<file path="config.mk">
export PLATFORM = sky130hd
export DESIGN_NAME = pc_unit_flat
export DESIGN_NICKNAME = d
export VERILOG_FILES = /design/src/rtl/pc_unit_if.sv /design/src/rtl/pc_unit.sv /design/src/flat_wrapper.sv
export SDC_FILE = /design/constraint.sdc
export NUM_CORES = 1
export LEC_CHECK = 0
export ABC_AREA = 0
export BUFFER_PORTS_ARGS = -buffer_cell sky130_fd_sc_hd__buf_2
export CORE_MARGIN = 2
export CORE_UTILIZATION = 55
export CTS_CLUSTER_SIZE = 10
export DETAILED_ROUTE_END_ITERATION = 6
export PLACE_DENSITY = 0.86
export SLEW_MARGIN = 20
export SYNTH_ARGS = -nofsm -noshare
export SYNTH_HDL_FRONTEND = slang
export SYNTH_SLANG_ARGS = --single-unit
</file>
<file path="constraint.sdc">
create_clock -name clk -period 10.1 [get_ports clk]
set_input_delay 3.03 -clock clk [delete_from_list [all_inputs] [get_ports clk]]
set_output_delay 3.03 -clock clk [all_outputs]
set_load 0.01 [all_outputs]
</file>
<file path="src/rtl/pc_unit_if.sv">
// Fetch/branch/link bundle between the program-counter unit (master) and
// the surrounding fetch/execute logic (slave).
interface pc_unit_if #(
  parameter int unsigned ADDR_W   = 32,
  parameter int unsigned OFFSET_W = 24
);
  logic                fetch_valid;
  logic [ADDR_W-1:0]   fetch_addr;
  logic                fetch_ready;
  logic                br_valid;
  logic                br_cond;
  logic                br_link;
  logic [ADDR_W-1:0]   br_pc;
  logic [OFFSET_W-1:0] br_offset;
  logic                flush;
  logic                link_we;
  logic [ADDR_W-1:0]   link_data;

  modport master (
    output fetch_valid, fetch_addr, flush, link_we, link_data,
    input  fetch_ready, br_valid, br_cond, br_link, br_pc, br_offset
  );

  modport slave (
    input  fetch_valid, fetch_addr, flush, link_we, link_data,
    output fetch_ready, br_valid, br_cond, br_link, br_pc, br_offset
  );
endinterface

</file>
<file path="src/rtl/pc_unit.sv">
// Registered fetch-stage program counter: valid/ready fetch requests, PC-relative
// branch redirects (held pending across stalls), link write and flush pulse.
module pc_unit #(
  parameter int unsigned        ADDR_W       = 32,
  parameter int unsigned        INCR         = 4,
  parameter int unsigned        OFFSET_W     = 24,
  parameter int unsigned        OFFSET_SHIFT = 2,
  parameter int unsigned        PIPE_AHEAD   = 8,
  parameter logic [ADDR_W-1:0]  RESET_VEC    = '0
) (
  input logic        clk,
  input logic        reset,
  pc_unit_if.master  bus
);

  typedef enum logic [1:0] {
    IDLE  = 2'd0,
    FETCH = 2'd1,
    PEND  = 2'd2
  } state_t;

  state_t            state_q, state_d;
  logic              armed_q, armed_d;
  logic              fetch_valid_q, fetch_valid_d;
  logic [ADDR_W-1:0] fetch_addr_q, fetch_addr_d;
  logic [ADDR_W-1:0] pend_q, pend_d;
  logic              flush_q, flush_d;
  logic              link_we_q, link_we_d;
  logic [ADDR_W-1:0] link_data_q, link_data_d;

  logic              taken;
  logic              accept_br;
  logic [ADDR_W-1:0] offset_ext;
  logic [ADDR_W-1:0] target;

  always_comb begin
    taken      = bus.br_valid && bus.br_cond;
    offset_ext = {{(ADDR_W-OFFSET_W){bus.br_offset[OFFSET_W-1]}}, bus.br_offset};
    target     = bus.br_pc + ADDR_W'(PIPE_AHEAD) + (offset_ext << OFFSET_SHIFT);
  end

  // IDLE is held through the first edge after reset release (armed_q), so the
  // first valid request lands on the second rising edge.
  always_comb begin
    state_d       = state_q;
    armed_d       = 1'b1;
    fetch_valid_d = fetch_valid_q;
    fetch_addr_d  = fetch_addr_q;
    pend_d        = pend_q;
    accept_br     = 1'b0;
    unique case (state_q)
      IDLE: begin
        fetch_valid_d = 1'b0;
        fetch_addr_d  = RESET_VEC;
        if (armed_q) begin
          state_d       = FETCH;
          fetch_valid_d = 1'b1;
        end
      end
      FETCH: begin
        fetch_valid_d = 1'b1;
        accept_br     = taken;
        if (taken && bus.fetch_ready) begin
          fetch_addr_d = target;
        end else if (taken) begin
          pend_d  = target;
          state_d = PEND;
        end else if (bus.fetch_ready) begin
          fetch_addr_d = fetch_addr_q + ADDR_W'(INCR);
        end
      end
      PEND: begin
        fetch_valid_d = 1'b1;
        if (bus.fetch_ready) begin
          fetch_addr_d = pend_q;
          state_d      = FETCH;
        end
      end
      default: begin
        state_d       = IDLE;
        fetch_valid_d = 1'b0;
        fetch_addr_d  = RESET_VEC;
      end
    endcase
  end

  always_comb begin
    flush_d     = accept_br;
    link_we_d   = 1'b0;
    link_data_d = link_data_q;
    if (accept_br && bus.br_link) begin
      link_we_d   = 1'b1;
      link_data_d = bus.br_pc + ADDR_W'(INCR);
    end
  end

  always_ff @(posedge clk or posedge reset) begin
    if (reset) begin
      state_q       <= IDLE;
      armed_q       <= 1'b0;
      fetch_valid_q <= 1'b0;
      fetch_addr_q  <= RESET_VEC;
      pend_q        <= '0;
      flush_q       <= 1'b0;
      link_we_q     <= 1'b0;
      link_data_q   <= '0;
    end else begin
      state_q       <= state_d;
      armed_q       <= armed_d;
      fetch_valid_q <= fetch_valid_d;
      fetch_addr_q  <= fetch_addr_d;
      pend_q        <= pend_d;
      flush_q       <= flush_d;
      link_we_q     <= link_we_d;
      link_data_q   <= link_data_d;
    end
  end

  assign bus.fetch_valid = fetch_valid_q;
  assign bus.fetch_addr  = fetch_addr_q;
  assign bus.flush       = flush_q;
  assign bus.link_we     = link_we_q;
  assign bus.link_data   = link_data_q;

endmodule

</file>
<file path="src/flat_wrapper.sv">
// flat-port wrapper written by rule: the top's interface ports become plain ports
module pc_unit_flat 
#(
  parameter int unsigned        ADDR_W       = 32,
  parameter int unsigned        INCR         = 4,
  parameter int unsigned        OFFSET_W     = 24,
  parameter int unsigned        OFFSET_SHIFT = 2,
  parameter int unsigned        PIPE_AHEAD   = 8,
  parameter logic [ADDR_W-1:0]  RESET_VEC    = '0
)
  (clk, reset, bus_fetch_valid, bus_fetch_addr, bus_flush, bus_link_we, bus_link_data, bus_fetch_ready, bus_br_valid, bus_br_cond, bus_br_link, bus_br_pc, bus_br_offset);
  pc_unit_if #(.ADDR_W(ADDR_W), .OFFSET_W(OFFSET_W)) bus_i ();
  input logic clk;
  input logic reset;
  output wire logic [$bits(bus_i.fetch_valid)-1:0] bus_fetch_valid;
  output wire logic [$bits(bus_i.fetch_addr)-1:0] bus_fetch_addr;
  output wire logic [$bits(bus_i.flush)-1:0] bus_flush;
  output wire logic [$bits(bus_i.link_we)-1:0] bus_link_we;
  output wire logic [$bits(bus_i.link_data)-1:0] bus_link_data;
  input wire logic [$bits(bus_i.fetch_ready)-1:0] bus_fetch_ready;
  input wire logic [$bits(bus_i.br_valid)-1:0] bus_br_valid;
  input wire logic [$bits(bus_i.br_cond)-1:0] bus_br_cond;
  input wire logic [$bits(bus_i.br_link)-1:0] bus_br_link;
  input wire logic [$bits(bus_i.br_pc)-1:0] bus_br_pc;
  input wire logic [$bits(bus_i.br_offset)-1:0] bus_br_offset;
  assign bus_fetch_valid = bus_i.fetch_valid;
  assign bus_fetch_addr = bus_i.fetch_addr;
  assign bus_flush = bus_i.flush;
  assign bus_link_we = bus_i.link_we;
  assign bus_link_data = bus_i.link_data;
  assign bus_i.fetch_ready = bus_fetch_ready;
  assign bus_i.br_valid = bus_br_valid;
  assign bus_i.br_cond = bus_br_cond;
  assign bus_i.br_link = bus_br_link;
  assign bus_i.br_pc = bus_br_pc;
  assign bus_i.br_offset = bus_br_offset;
  pc_unit #(.ADDR_W(ADDR_W), .INCR(INCR), .OFFSET_W(OFFSET_W), .OFFSET_SHIFT(OFFSET_SHIFT), .PIPE_AHEAD(PIPE_AHEAD), .RESET_VEC(RESET_VEC)) u_core (.clk(clk), .reset(reset), .bus(bus_i));
endmodule
</file>
## After elaboration in Yosys (flattened, before gate mapping)

Index checks and enable logic that the tools add are counted.

| cells by class | value |
|---|---|
| $add $sub $neg | 4 |
| reduce and logical (&&, ||, !) cells | 8 |
| multiplexer cells | 14 |
| equality and inequality tests | 8 |
| bitwise operators | 1 |

Operators with widths:

| cell | number |
|---|---|
| two-way mux 32 bit | 4 |
| adder 32 x 3 -> 32 bit (second input constant) | 2 |
| one-hot mux 32 bit (2 select lines) | 1 |
| adder 32 bit | 1 |
| adder 32 x 4 -> 32 bit (second input constant) | 1 |
| two-way mux 2 bit | 4 |
| one-hot mux 2 bit (3 select lines) | 1 |
| AND reduction 3 bit | 2 |
| != test 2 x 1 -> 1 bit (second input constant) | 2 |
| != test 2 bit (second input constant) | 2 |
| AND reduction 4 bit | 1 |
| logical AND 1 bit | 3 |
| two-way mux 1 bit | 3 |
| != test 3 x 2 -> 1 bit (second input constant) | 1 |
| != test 3 bit (second input constant) | 1 |
| equality test 2 x 1 -> 1 bit (second input constant) | 1 |
| equality test 2 bit (second input constant) | 1 |
| zero test 2 bit | 1 |
| one-hot mux 1 bit (2 select lines) | 1 |
| OR reduction 2 bit | 1 |
| inverter 1 bit | 1 |

| word-level totals | value |
|---|---|
| logic and storage cells | 43 |
| register bits after elaboration | 102 |
| output and inout bits | 67 |
| input bits | 62 |

## Longest topological paths before layout

Gate-level depths: netlist of the first run.

| logic depth | value |
|---|---|
| depth in word-level cells | 5 |
| gate-level depth with buffers | 13 |
| mapped depth without buffers | 13 |

## Least setup slack after synthesis of the first run

No wires, ideal clock.

| path | value |
|---|---|
| kind | input -> register |
| from | input port bus_br_offset[1] |
| to | register u_core.pend_q[31] |
| library setup time | 0.069 ns |
| stages on the path | 13 |
| required time | 10.031 ns |
| path buffers | 0 |
| arrival | 5.573 ns |
| slack | 4.457 ns |
| cells stage by stage | inv_1 ha_1 inv_1 ha_1 inv_1 fa_1 and2b_1 o211ai_2 a31oi_4 a211oi_2 o31a_1 or4_1 nand3_1 |

| on the way | value |
|---|---|
| cells in the longest elaborated chain, start to end | 1 |

RTL lines:

| element | RTL line | source |
|---|---|---|
| from (decl) | flat_wrapper.sv:25 | `input wire logic [$bits(bus_i.br_offset)-1:0] bus_br_offset;` |
| adder 32 bit | pc_unit.sv:39 | `target = bus.br_pc + ADDR_W'(PIPE_AHEAD) + (offset_ext << OFFSET_SHIFT);` |
| to (signal assigned) | pc_unit.sv:112 | `pend_q <= pend_d;` |
| to (decl) | pc_unit.sv:26 | `logic [ADDR_W-1:0] pend_q, pend_d;` |

Every way passes these cells.
A chain may end at the register's enable or synchronous reset.

## Worst setup path in the final report of the first run

| path | value |
|---|---|
| from | input port bus_br_pc[3] |
| to | register u_core.pend_q[31] |

| on the way | value |
|---|---|
| cells in the longest elaborated chain, start to end | 2 |

RTL lines:

| element | RTL line | source |
|---|---|---|
| from (decl) | flat_wrapper.sv:24 | `input wire logic [$bits(bus_i.br_pc)-1:0] bus_br_pc;` |
| adder 32 x 4 -> 32 bit | pc_unit.sv:39 |  |
| adder 32 bit | pc_unit.sv:39 |  |

Every way passes these cells.

==> results of run 1 <==
[per-stage QoR]
stage	hold WS (ps)	worst slack (ps)	cells	util
2_1_floorplan	441.8	4395	881	-
3_3_place_gp	454.6	4224	1145	0.6182
3_5_place_dp	462.9	4141	1145	0.6182
4_1_cts	479.3	4494	1161	0.6418
5_1_grt	503.6	4299	1162	0.6433
6_report	474.3	4489	1162	0.6433
[cells by family (layout without fill, tap and decap cells)]
logic type | Yosys count | after routing
AND/OR/NAND/NOR | 306 | 306
multiplexers | 15 | 15
adder cells (fa/ha/maj) | 64 | 64
AO/OA/AOI/OAI | 248 | 248
flip-flops | 102 | 102
other | 1 | 1
buffers and inverters | 72 | 177
XOR/XNOR | 73 | 73
[routing by layer]
layer  up-vias  wire (um)  track usage
met2       302       9549       0.4513
met1      3422       8749       0.3846
li1       3378          -            -
met5         -          0            0
met4         0        861       0.1381
met3        53       1380      0.04292
[worst max path at each step]
stage                  from                             to  slack, ps
6_report       bus_br_pc[3]  u_core.pend_q[31]$_DFFE_PP0P_       4490
2_1_floorplan         reset       u_core.armed_q$_DFF_PP0_       4390
4_1_cts        bus_br_pc[3]  u_core.pend_q[31]$_DFFE_PP0P_       4490
3_5_place_dp   bus_br_pc[3]  u_core.pend_q[31]$_DFFE_PP0P_       4140
5_1_grt        bus_br_pc[3]  u_core.pend_q[31]$_DFFE_PP0P_       4300
3_3_place_gp   bus_br_pc[3]  u_core.pend_q[31]$_DFFE_PP0P_       4220
[layout make-up]
class	instances	area, um^2
Timing Repair Buffer	134	698.2
Clock inverter	6	73.82
Clock buffer	10	239.0
Inverter	27	103.9
Tap cell	176	220.2
Fill cell	1131	4723
Sequential cell	102	2552
Multi-Input combinational cell	707	4632
[sequential cells by signal, indices dropped and copies added, names as in the netlist]
register	flops
u_core.bus.fetch_addr	32
u_core.pend_q	32
u_core.armed_q	1
u_core.bus.link_we	1
u_core.state_q	2
u_core.bus.flush	1
u_core.bus.link_data	32
u_core.bus.fetch_valid	1
[cells in the final DEF, fill, tap and decap left out, types with 10 or more instances in the layout]
| cell type | count |
|---|---|
| xnor2_1 | 32 |
| a21oi_1 | 44 |
| ha_1 | 63 |
| o21ai_0 | 105 |
| nor2_1 | 47 |
| inv_1 | 26 |
| xor2_1 | 41 |
| nand3_1 | 43 |
| buf_2 | 128 |
| dfrtp_1 | 102 |
| a221oi_1 | 10 |
| a22oi_1 | 10 |
| and3_1 | 20 |
| nand4_1 | 18 |
| nand2_1 | 128 |
[worst register-to-register path, stage by stage, from the launching register on]
cell,delay [ps]
dfrtp_1,420
inv_1,100
ha_1,580
and2_1,660
nand3_2,520
buf_4,430
or4_1,550
nand3_1,90
[power by group]
group / switching, mW / internal, mW / total, mW
Sequential: 0.122 / 0.572 / 0.694
Combinational: 0.499 / 0.297 / 0.796
Clock: 0.172 / 0.203 / 0.374
==> metrics.md, run 1 <==
| Metric | Value |
|---|---|
| Status | `complete, no violations` |
| Hold_sp | `u_core.bus.link_data[24]$_DFFE_PP0P_` |
| Via/cell ratio | `roughly 6.2` |
| Count leader, synth | `nand2_1` |
| Starting Density | `0.5624` |
| Clock latency on the worst-skew pair | `360 ps` |
| Yosys cell types | `73` |
| Synth warn | `0` |
| Post-Syn Nets | `roughly 1000` |
| RR Endpoint | `u_core.pend_q[31]$_DFFE_PP0P_` |
| Power, Total | `1.864 mW` |
| Core Box Area | `between 10000 and 15000 um^2` |
| Total CTS buffers | `9` |
| Setup TNS | `0 ps` |
| Hold EP | `u_core.bus.link_data[24]$_DFFE_PP0P_` |
| Post-CTS Setup Bufs | `0` |
| CTS Buffer Depth | `2` |
| WP data required | `10400 ps` |
| Max_cap viols | `0` |
| Antenna violations before repair | `0` |
| Cell depth of the worst setup path | `14` |
| Top post-synthesis cells by area | `dfrtp_1, ha_1, o21ai_0, nand2_1, xor2_1` |
| Sequential share of the synthesized area | `0.3427` |
| Startpoint class of the critical path | `input pin` |
| Syn Inst Count | `approximately 900` |
| Hold_buf cts | `0` |
| CTS clock-pin slew for the worst setup and hold paths | `around 80 ps` |
| Post-cts gate resize count | `0` |
| Number of iterations in the first detailed-routing pass | `7` |
| Global-route wire length before repair | `about 33000 um` |
| Max stage delay on crit path | `540 ps` |
| Clock Skew | `between 7 and 8 ps` |
| Leak Pwr | `around 4.0 nW` |
| RSZ-0062 raised after global routing | `false` |
| Rel. slew slack | `0.3623` |
| ANT nets after route | `0` |
| Share of the synthesized area in the top cell type | `0.3427` |
| Die Ht | `~120 um` |
| Share of cells above drive strength 1 | `0.1795` |
| Buf/Inv on CP | `4` |
| Dpl hpwl | `between 15000 and 20000 um` |
| Root buf cell | `clkbuf_16` |
| Worst R2R Path Depth | `7` |
| Most used cell, CP | `inv_1` |
| I/O pin total | `about 130` |
| Per-cell routed wire length | `around 18 um` |
| Min-Delay Path Class | `reg -> reg` |
| Worst slew pin tran | `~950 ps` |
| Finished Cell Area | `8519 um^2` |
| Slowest stage cell, crit path | `or4_1` |
| Compound-Gate Fraction of Synth Area | `0.2110` |
| WP data arrival | `roughly 5900 ps` |
| Mapped cell area | `approximately 7400 um^2` |
| RePlAce Congestion | `~0.94` |
| P&R area growth vs syn | `14.40%` |
| Clock sink count | `just over 100` |
| Htree depth | `3` |
| Nets@finish | `around 1100` |
| Pins over their slew limit | `0` |
| Gr ovfl total | `0` |
| Yosys reg bits | `about 100` |
| Async SR Flop Fraction | `1.000` |
| Hold Crit Depth | `2` |
| CP Max Fanout | `5` |
| Gr usage total | `0.2854` |
| Worst vdd ir | `0.1102 mV` |
| Die width | `approximately 120 um` |
| Final min period | `roughly 5600 ps` |
| Critical Setup Path Class | `in -> reg` |
| CTS tree | `yes` |
| Die area | `about 14000 um^2` |
| Main combinational cell family by area after synthesis | `compound AO/OA/AOI/OAI gates` |
| Crit share post-route | `0.5556` |
| Synth Area in Simple Gates | `0.1930` |
| Power Density | `around 220 nW/um^2` |
| Reg2Reg Setup Slack | `between 6000 and 7000 ps` |
| # rows | `42` |
| Post-synthesis mux area share | `0.02167` |
| Commonest cells post-synth | `nand2_1, o21ai_0, dfrtp_1, ha_1, nor2_1` |
| EDFF count, synth | `0` |
| Syn avg cell area | `approximately 8.5 um^2` |
| Port-buffer cells | `roughly 130` |
| Delay-heaviest family, CP | `compound AO/OA/AOI/OAI gates` |
| Main synth FF type | `dfrtp_1` |
| R2R Path Start | `u_core.state_q[1]$_DFFE_PP0P_` |
| XOR/XNOR share of the synthesized area | `0.08585` |
| Drt initial violations | `623` |
| Vias in the first global route | `6719` |
| Routed vias | `about 7200` |
| Synth Area in Adders | `0.1085` |
| Peak Freq | `about 0.18 GHz` |
| Worst-path cell chain | `buf_2 -> inv_1 -> ha_1 -> inv_1 -> ha_1 -> inv_1 -> fa_1 -> and2b_1 -> o211ai_2 -> a31oi_4 -> a211oi_2 -> o31a_1 -> or4_1 -> nand3_1` |
| Area leader, netlist | `dfrtp_1` |
| Final wirelength | `approximately 20000 um` |
| Final hold violation count | `0` |
| ANT cells | `0` |
| DP Area | `~8000 um^2` |
| Pin count of the biggest net entering global routing | `slightly above 80` |
| Critical Path End Type | `flip-flop` |
| DRC violations left | `0` |
| Setup Viol. Count Final | `0` |
Note: power is estimated with default switching activity, not from simulation.
==> run 2: changes to the inputs <==
--- a/config.mk
+++ b/config.mk
@@ -5,13 +5,13 @@
 export SDC_FILE = /design/constraint.sdc
 export NUM_CORES = 1
 export LEC_CHECK = 0
-export ABC_AREA = 0
+export ABC_AREA = 1
 export BUFFER_PORTS_ARGS = -buffer_cell sky130_fd_sc_hd__buf_2
 export CORE_MARGIN = 2
 export CORE_UTILIZATION = 55
 export CTS_CLUSTER_SIZE = 10
 export DETAILED_ROUTE_END_ITERATION = 6
-export PLACE_DENSITY = 0.86
+export PLACE_DENSITY = 0.84
 export SLEW_MARGIN = 20
 export SYNTH_ARGS = -nofsm -noshare
 export SYNTH_HDL_FRONTEND = slang
==> constraint.sdc (replaced) <==
create_clock -name clk -period 5.8 [get_ports clk]
set_input_delay 1.74 -clock clk [delete_from_list [all_inputs] [get_ports clk]]
set_output_delay 1.74 -clock clk [all_outputs]
set_load 0.01 [all_outputs]
==> metrics.md, run 2 <==
| Metric | Value |
|---|---|
| # rows | `45` |
| Clock latency on the worst-skew pair | `between 300 and 400 ps` |
| CP Max Fanout | `4` |
| Final hold violation count | `0` |
| RePlAce Congestion | `roughly 0.94` |
| R2R Path Start | `u_core.state_q[1]$_DFFE_PP0P_` |
| Root buf cell | `clkbuf_16` |
| Status | `complete, no violations` |
| Starting Density | `0.5639` |
| Global-route wire length before repair | `40800 um` |
| Clock sink count | `between 100 and 150` |
| Setup Viol. Count Final | `0` |
| WHS | `just under 500 ps` |
| Worst R2R Path Depth | `8` |
| Crit share post-route | `0.6319` |
| Final min period | `between 3000 and 4000 ps` |
| Final WS setup | `about 2100 ps` |
| CTS tree | `yes` |
| Nets@finish | `around 1600` |
| Number of iterations in the first detailed-routing pass | `5` |
| Yosys cell types | `39` |
| Via/cell ratio | `5.404` |
| Pin count of the biggest net entering global routing | `65` |
| Most frequent cells in the layout | `nand2_1, inv_1, buf_2` |
| Leak Pwr | `around 5.6 nW` |
| Rel. slew slack | `0.4742` |
| P&R area growth vs syn | `12.82%` |
| Port-buffer cells | `around 130` |
| Total CTS buffers | `9` |
| I/O pin total | `~130` |
| Yosys reg bits | `around 100` |
| EDFF count, synth | `0` |
| Finished Cell Area | `roughly 9700 um^2` |
| Area leader, netlist | `dfrtp_1` |
| Setup TNS | `0 ps` |
| Sequential share of the synthesized area | `0.2978` |
| CTS Buffer Depth | `2` |
| Dpl ws | `about 1700 ps` |
| CTS clock-pin slew for the worst setup and hold paths | `roughly 80 ps` |
| Dpl hpwl | `between 15000 and 20000 um` |
| Async SR Flop Fraction | `1.000` |
| Critical Setup Path Class | `in -> reg` |
| Gr usage total | `0.3077` |
| ANT nets after route | `0` |
| Mapped cell area | `8572 um^2` |
| ANT cells | `0` |
| Reg2Reg Setup Slack | `about 3000 ps` |
| Antenna violations before repair | `0` |
| Synth warn | `0` |
| Critical Path End Type | `flip-flop` |
| Syn avg cell area | `about 6.3 um^2` |
| WP data arrival | `a little under 4000 ps` |
| Pins over their slew limit | `0` |
| Hold_buf cts | `0` |
| Crit path capture | `u_core.bus.fetch_addr[25]$_DFFE_PP0P_` |
| RR Endpoint | `u_core.bus.link_data[24]$_DFFE_PP0P_` |
| RSZ-0062 raised after global routing | `false` |
| Power Density | `about 330 nW/um^2` |
| Most common cell after layout, fill and taps aside | `nand2_1` |
| Peak Freq | `between 0.2 and 0.3 GHz` |
| Min-Delay Path Class | `reg -> reg` |
| Power, Total | `~3.2 mW` |
| Htree depth | `3` |
| Die Ht | `between 100 and 150 um` |
| Post-Syn Nets | `between 1000 and 1500` |
| Finished Core Util | `0.6361` |
| Drt initial violations | `roughly 660` |
| Share of cells above drive strength 1 | `0.1147` |
| Per-cell routed wire length | `roughly 15 um` |
| Syn Inst Count | `around 1400` |
| Clock Skew | `between 8 and 9 ps` |
| Cell count after placement | `1663` |
| Die width | `128.8 um` |
| Post-CTS Setup Bufs | `0` |
| Worst slew pin tran | `788.7 ps` |
| Worst vdd ir | `around 0.24 mV` |
| Worst Setup SP | `bus_br_pc[3]` |
| Top post-synthesis cells by area | `dfrtp_1, nand2_1, ha_1, inv_1, nand3_1` |
| Commonest cells post-synth | `nand2_1, inv_1, nand3_1, dfrtp_1, nor2_1` |
| Share of the synthesized area in the top cell type | `0.2978` |
| Count leader, synth | `nand2_1` |
| Non-Filler Instances | `1679` |
| Post-cts gate resize count | `0` |
| Final wirelength | `25070 um` |
| Core Box Area | `around 15000 um^2` |
| Vias in the first global route | `about 8500` |
| Gr ovfl total | `0` |
| Routed vias | `roughly 9000` |
| DP Area | `9369 um^2` |
| Startpoint class of the critical path | `input pin` |
| Die area | `~17000 um^2` |
| Max_cap viols | `0` |
| DRC violations left | `0` |
| Main synth FF type | `dfrtp_1` |
| WP data required | `a little over 6000 ps` |
==> run 2: cell count changes after synthesis, sizes merged, moves of 9 or more <==
cell,delta
xnor2,-18
nor3,+9
clkbuf,-29
a21oi,-21
xor2,-29
nand2,+415
and3,-21
nor2,+58
nand3,+76
mux2,-9
o21ai,-53
inv,+188
==> run 2: cell families after synthesis <==
family	after synthesis	synth area share
simple gates	830	0.4046
compound gates	106	0.07006
xor+xnor	26	0.02657
other cells	1	0.0004375
fa+ha+maj	64	0.09429
flops	102	0.2978
buf+inv	238	0.1063
==> run 2: final cells by class <==
class	instances	area, um^2
multi-input cells	1027	5109
clock buffers	11	252.7
inverters	215	809.5
flip-flops and latches	102	2552
fillers	1445	5532
well taps	188	235.2
clock inverters	5	48.80
repair buffers	131	663.1
==> run 2: power by group <==
group	internal (mW)	switching [mW]
registers	0.994	0.218
clock network	0.325	0.314
logic	0.471	0.868
total	1.79	1.40
==> run 2: worst max-delay path: stages <==
cell     delay (ps)
buf_2           100
inv_1            40
ha_1            260
inv_1            60
ha_1            190
inv_1            70
fa_1            400
inv_1            90
nand3_1          60
nand3_1         160
nand2_1          70
nand2_1         120
nand2_1          90
nand3_1          90
nand2_1          80
nand3_1         110
nand2_1          70
nand2_1          60
nand2_1          50
==> run 2: how the worst min path moves through the flow <==
stage,start,to,slack (ps),depth (start not counted)
finish,u_core.bus.link_data[16]$_DFFE_PP0P_,u_core.bus.link_data[16]$_DFFE_PP0P_,480,2
detailed placement,u_core.bus.link_data[27]$_DFFE_PP0P_,u_core.bus.link_data[27]$_DFFE_PP0P_,460,2
CTS,u_core.bus.link_data[27]$_DFFE_PP0P_,u_core.bus.link_data[27]$_DFFE_PP0P_,490,2
global route,u_core.bus.link_data[19]$_DFFE_PP0P_,u_core.bus.link_data[19]$_DFFE_PP0P_,510,2
global placement,u_core.pend_q[3]$_DFFE_PP0P_,u_core.pend_q[3]$_DFFE_PP0P_,450,2
floorplan,u_core.pend_q[2]$_DFFE_PP0P_,u_core.pend_q[2]$_DFFE_PP0P_,440,2
==> run 2: routing by layer <==
metal / share of wire / GRT usage
met2: 0.46 / 0.4974
met4: 0.039 / 0.1400
met1: 0.44 / 0.4103
met3: 0.064 / 0.04449
met5: 0 / 0
